[config.mk]
export PLATFORM = sky130hd
export DESIGN_NAME = oclib_async_req_ack_to_ready_valid
export DESIGN_NICKNAME = d
export VERILOG_FILES = /design/src/rtl/oclib_pkg.sv /design/src/rtl/oclib_synchronizer.sv /design/src/rtl/oclib_async_req_ack_to_ready_valid.sv
export SDC_FILE = /design/constraint.sdc
export NUM_CORES = 1
export LEC_CHECK = 0
export ABC_AREA = 1
export BUFFER_PORTS_ARGS = -buffer_cell sky130_fd_sc_hd__buf_4
export CAP_MARGIN = 30
export CORE_AREA = 2 2 39 41
export CTS_BUF_LIST = sky130_fd_sc_hd__clkbuf_4 sky130_fd_sc_hd__clkbuf_8
export DETAILED_ROUTE_END_ITERATION = 8
export DIE_AREA = 0 0 41 43
export PLACE_DENSITY_LB_ADDON = 0.15
export SYNTH_ARGS = -nofsm -noshare
export SYNTH_HDL_FRONTEND = slang
export SYNTH_SLANG_ARGS = --single-unit
[constraint.sdc]
create_clock -name clock -period 3.1 [get_ports clock]
set_clock_uncertainty 0.2 [all_clocks]
set_input_delay 0.465 -clock clock [delete_from_list [all_inputs] [get_ports clock]]
set_output_delay 0.465 -clock clock [all_outputs]
set_load 0.005 [all_outputs]
[src/rtl/oclib_pkg.sv]
// rtl/oclib_pkg.sv - shared oclib constants and req/ack handshake state type
package oclib_pkg;

    localparam logic False = 1'b0;
    localparam logic True  = 1'b1;

    // Shared with the sender-side protocol checker so both ends agree on phase names.
    typedef enum logic [1:0] {
        StIdle,
        StValid,
        StAck
    } reqAckStateT;

endpackage

[src/rtl/oclib_synchronizer.sv]
// rtl/oclib_synchronizer.sv - multi-flop synchronizer for asynchronous control inputs
module oclib_synchronizer #(
    parameter int Width      = 1,
    parameter int SyncCycles = 3
) (
    input  logic             clock,
    input  logic             reset,
    input  logic [Width-1:0] inData,
    output logic [Width-1:0] outData
);

    logic [SyncCycles-1:0][Width-1:0] stages;

    always_ff @(posedge clock or posedge reset) begin
        if (reset) begin
            stages <= '0;
        end else begin
            stages <= {stages[SyncCycles-2:0], inData};
        end
    end

    assign outData = stages[SyncCycles-1];

endmodule

[src/rtl/oclib_async_req_ack_to_ready_valid.sv]
// rtl/oclib_async_req_ack_to_ready_valid.sv - 4-phase req/ack receiver presenting a ready/valid stream
// Optional: OCLIB_ASYNC_REQ_ACK_TO_READY_VALID_EARLY_ACK_EN acknowledges on capture instead of on transfer.
module oclib_async_req_ack_to_ready_valid
    import oclib_pkg::*;
#(
    parameter int Width      = 8,
    parameter int SyncCycles = 3
) (
    input  logic             clock,
    input  logic             reset,
    input  logic [Width-1:0] inData,
    input  logic             inReq,
    output logic             inAck,
    output logic [Width-1:0] outData,
    output logic             outValid,
    input  logic             outReady,
    output logic             protocolError
);

    logic        inReqSync;
    reqAckStateT state;
    logic        acceptNow;

    oclib_synchronizer #(
        .Width     (1),
        .SyncCycles(SyncCycles)
    ) uReqSync (
        .clock  (clock),
        .reset  (reset),
        .inData (inReq),
        .outData(inReqSync)
    );

    assign acceptNow = outValid && outReady;

    always_ff @(posedge clock or posedge reset) begin
        if (reset) begin
            state         <= StIdle;
            inAck         <= False;
            outData       <= '0;
            outValid      <= False;
            protocolError <= False;
        end else begin
            case (state)
                StIdle: begin
                    // inData is only trusted once the synchronized request is seen.
                    if (inReqSync && !outValid) begin
                        outData  <= inData;
                        outValid <= True;
                        state    <= StValid;
`ifdef OCLIB_ASYNC_REQ_ACK_TO_READY_VALID_EARLY_ACK_EN
                        inAck    <= True;
`endif
                    end
                end
                StValid: begin
`ifdef OCLIB_ASYNC_REQ_ACK_TO_READY_VALID_EARLY_ACK_EN
                    // Transfer and sender release complete independently; leave only when both have.
                    if (acceptNow) begin
                        outValid <= False;
                    end
                    if (!inReqSync) begin
                        inAck <= False;
                    end
                    if ((acceptNow || !outValid) && (!inReqSync || !inAck)) begin
                        state <= StIdle;
                    end
`else
                    if (!inReqSync) begin
                        protocolError <= True;
                    end
                    if (acceptNow) begin
                        outValid <= False;
                        inAck    <= True;
                        state    <= StAck;
                    end
`endif
                end
                StAck: begin
                    // A stuck-high request simply parks here; there is no timeout.
                    if (!inReqSync) begin
                        inAck <= False;
                        state <= StIdle;
                    end
                end
                default: begin
                    state <= StIdle;
                end
            endcase
        end
    end

endmodule

=== Word-level counts from Yosys, hierarchy flattened ===
Cells that the tools add are included.

* Register bits: 16
* Input bits: 12
* Output and inout bits: 11
* Word-level logic and storage cells: 35

* Eq/ne operators: 5
* Multiplexer cells: 10
* Bitwise gates (word level): 1
* Reductions and logical operators: 11

{| class="wikitable"
|+ Operators with widths
! kind !! number
|-
| 3-bit AND reduction || 3
|-
| 2-bit 2-to-1 mux || 3
|-
| 2-bit != test (second input constant) || 3
|-
| 2-bit one-hot mux with 3 select lines || 1
|-
| 1-bit 2-to-1 mux || 4
|-
| 1-bit one-hot mux with 2 select lines || 2
|-
| 2-bit AND reduction || 2
|-
| 2-bit nonzero test || 2
|-
| 2-bit by 1-bit == test with 1-bit output (second input constant) || 1
|-
| 2-bit == test (second input constant) || 1
|-
| 1-bit logical AND || 2
|-
| 2-bit zero test || 1
|-
| 1-bit zero test || 1
|-
| 1-bit NOT || 1
|}

=== Logic depth before layout (Yosys ltp) ===
* Word-level depth: 4
* Depth in mapped cells: 5
* Depth with buffers taken out: 5

=== By module ===
Synthesis repeated with hierarchy kept, for this count alone.

* Cell total of the unflattened synthesis: 61
* Area, all modules: 611.8 um^2

{| class="wikitable"
|+ Modules (own cells, without submodules)
! module !! times used !! cells each !! area each (um^2)
|-
| oclib_async_req_ack_to_ready_valid || 1 || 57 || 533.0
|-
| oclib_synchronizer || 1 || 4 || 78.8
|}

=== Worst setup path after synthesis ===
OpenSTA, ideal clock, no wires.

* Path kind: register to register
* Start point: reg outValid
* End point: reg outData[0]
* Library setup time: 0.116 ns
* Arrival: 0.829 ns
* Data required time: 2.784 ns
* Slack: 1.955 ns
* Stages on the path, launching flop included: 5
* Path through: dfrtp_1 > nor2_4 > nand2_4 > nand2_1 > nand2_1

* Longest elaborated chain between the ends: 3

{| class="wikitable"
|+ RTL lines
! element !! line !! text
|-
| from (decl) || oclib_async_req_ack_to_ready_valid.sv:15 || <nowiki>output logic outValid,</nowiki>
|-
| from (signal assigned) || oclib_async_req_ack_to_ready_valid.sv:41 || <nowiki>outValid <= False;</nowiki>
|-
| from (signal assigned) || oclib_async_req_ack_to_ready_valid.sv:49 || <nowiki>outValid <= True;</nowiki>
|-
| from (signal assigned) || oclib_async_req_ack_to_ready_valid.sv:73 || <nowiki>outValid <= False;</nowiki>
|-
| 1-bit zero test || oclib_async_req_ack_to_ready_valid.sv:47 || <nowiki>if (inReqSync && !outValid) begin</nowiki>
|-
| 1-bit logical AND || oclib_async_req_ack_to_ready_valid.sv:47 ||
|-
| 2-bit AND reduction (no source line) || -- ||
|-
| to (signal assigned) || oclib_async_req_ack_to_ready_valid.sv:48 || <nowiki>outData <= inData;</nowiki>
|-
| to (decl) || oclib_async_req_ack_to_ready_valid.sv:14 || <nowiki>output logic [Width-1:0] outData,</nowiki>
|}

No other way between the ends.
A chain may end at the register's enable or synchronous reset.

=== Final worst setup path ===
* Start point: reg outValid
* End point: out outValid

No word-level cell between the ends.

==> impl_metrics.env <==
export IMPL_slowest_delay_ns=0.44
export IMPL_critPathKind="flip-flop to output pin"
export IMPL_slew_violations=0
export IMPL_yosysWarnings=0
export IMPL_setup_slack_ns=1.56
export IMPL_rsz0062_at_grt="false"
export IMPL_dieArea_sq_um=1760
export IMPL_cts_tree="built"
export IMPL_power_internal_mw=0.291
export IMPL_final_cell_mix="nand2_1 (25), buf_4 (22), dfrtp_1 (16), nand3_1 (10)"
export IMPL_setup_viol_count_final=0
export IMPL_vias_per_cell=4.71
export IMPL_switchingPower_mw=0.0734
export IMPL_critPathBufInv=1
export IMPL_final_common_cell="nand2_1"
export IMPL_synthesis_nets=72
export IMPL_cp_required_ns=2.43
export IMPL_regArea_sq_um=400
export IMPL_start_util=0.439
export IMPL_wl_per_cell_um=10.5
export IMPL_dr_pass1_iters=3
export IMPL_cts_sinks=16
export IMPL_num_nets_final=99
export IMPL_area_growth_pct=36.4
export IMPL_die_y_um=43
export IMPL_wirelength_um=1070
export IMPL_critical_path_top_delay_family="flip-flops"
export IMPL_setup_tns_ns=0
export IMPL_drc=0
export IMPL_vias=480
export IMPL_grt_usage=0.146
export IMPL_maxCapViolCount=0
export IMPL_crit_path_start_kind="flip-flop"
export IMPL_hpwl_um=784
export IMPL_numCtsBuffers=3
export IMPL_layout_min_cycle_time_ns=1.54
export IMPL_post_cts_resized=0
export IMPL_grt_pass1_vias=390
export IMPL_grt_first_pass_wirelength_um=1660
export IMPL_gp_congestion=0.658
export IMPL_multi_input_area_sq_um=193
export IMPL_max_vdd_ir_drop_mv=0.264
export IMPL_grt_max_degree=17
export IMPL_fin_crit_sh=0.497
export IMPL_antenna_found_initial=0
export IMPL_fin_util=0.599
export IMPL_die_w_um=41
export IMPL_clockBufferDepth=2
export IMPL_detailedPlace_worstSlack_ns=1.84
export IMPL_yosysSeqAreaShare=0.658
export IMPL_htreeDepth=1
export IMPL_whs_ns=0.0341
export IMPL_clock_fmax_mhz=650
export IMPL_relSlewSlack=0.609
export IMPL_syn_area_sq_um=608
export IMPL_portBuffers=22
export IMPL_arrival_ns=0.87
export IMPL_clk_root_buffer_cell="clkbuf_4"
export IMPL_switching_share=0.201
export IMPL_worst_pin_slew_ns=0.585
export IMPL_power_total_mw=0.364
export IMPL_fillCellCount=141
export IMPL_post_cts_buffers=0
export IMPL_p_leak_nw=0.424
export IMPL_synthCells=60
export IMPL_drt_iter0_markers=5
export IMPL_synth_distinct_cells=9
export IMPL_p_per_area_nw_per_um2=439
export IMPL_hold_buffers=0
export IMPL_pwr_share_seq=0.579
export IMPL_io_pins=23
export IMPL_avgSynthCellArea_sq_um=10.1
export IMPL_hold_path_class="input pin to async pin"
export IMPL_drive_above_1_share=0.372
export IMPL_critPathCaptureType="output pin"
export IMPL_core_area_sq_um=1380
export IMPL_antenna_cells=0
export IMPL_status="finished clean"
export IMPL_crit_chain="buf_4"
export IMPL_yosys_register_bits=16
export IMPL_overflow=0
export IMPL_cp_max_fo=4
export IMPL_clock_power_share=0.376
export IMPL_rows=14
export IMPL_crit_slowest_cell="dfrtp_1"
export IMPL_drtAntennaViolNets=0
export IMPL_hold_viol=0
export IMPL_insertion_delay_ns=0.29
export IMPL_clk_pin_slew_ns=0.09
export IMPL_combPwrFrac=0.044
## sequential cells by signal (all words and copies together) (netlist names)
signal and count:
uReqSync.outData 1, inAck 1, state 2, uReqSync.stages 2
outData 8, outValid 1, protocolError 1
## worst paths after layout
path | start | endpoint | slack [ns] | cells past startpoint
setup / recovery | outValid | outValid | 1.56 | 1
hold / removal | reset | protocolError | 0.03 | 2
setup reg to reg | outValid | outData[7] | 1.85 | 4
hold reg to reg | uReqSync.stages[1] | uReqSync.outData | 0.15 | 0
max in group asynchronous | reset | state[1] | 2.29 | 2
min in group clock | inReq | uReqSync.stages[0] | 0.08 | 1
## stage by stage
step / cells / cell area (sq um)
4_1_cts: 102 / 830
3_5_place_dp: 98 / 793
3_3_place_gp: 98 / 793
5_1_grt: 102 / 830
2_1_floorplan: 60 / 608
6_report: 102 / 830
## cell families after synthesis
group           Yosys count  share of synthesized area
compound gates            1                     0.0144
buf+inv                   4                     0.0247
flops                    16                      0.658
simple gates             39                      0.302
## Yosys cell counts
cell type,count,area (sq um)
nand2_1,25,93.8
dfrtp_1,16,400
nand3_1,10,50.1
inv_1,3,11.3
nor2_4,2,22.5
a21o_2,1,8.76
inv_2,1,3.75
nand2_4,1,11.3
nor2_2,1,6.26
## power groups by stage
stage	Clock [mW]	Sequential, mW	Combinational [mW]
3_3_place_gp	0	0.215	0.0163
6_report	0.137	0.211	0.0162
3_5_place_dp	0	0.215	0.0166
5_1_grt	0.152	0.211	0.0182
2_1_floorplan	0	0.215	0.00470
4_1_cts	0.142	0.211	0.0166
## layer usage
metal,up-vias,share of wire,GRT usage
met5,-,0,0
met4,0,0.034,0.120
met3,4,0.055,0.0314
met2,14,0.45,0.178
met1,220,0.46,0.211
li1,242,-,-
## cell type report
| cell class | instances | share of cell area |
|---|---|---|
| Clock buffer | 4 | 0.0437 |
| Inverter | 4 | 0.0181 |
| Multi-Input combinational cell | 40 | 0.232 |
| Sequential cell | 16 | 0.483 |
| Tap cell | 16 | 0.0241 |
| Timing Repair Buffer | 22 | 0.199 |
Power figures use the tool's default switching activity.
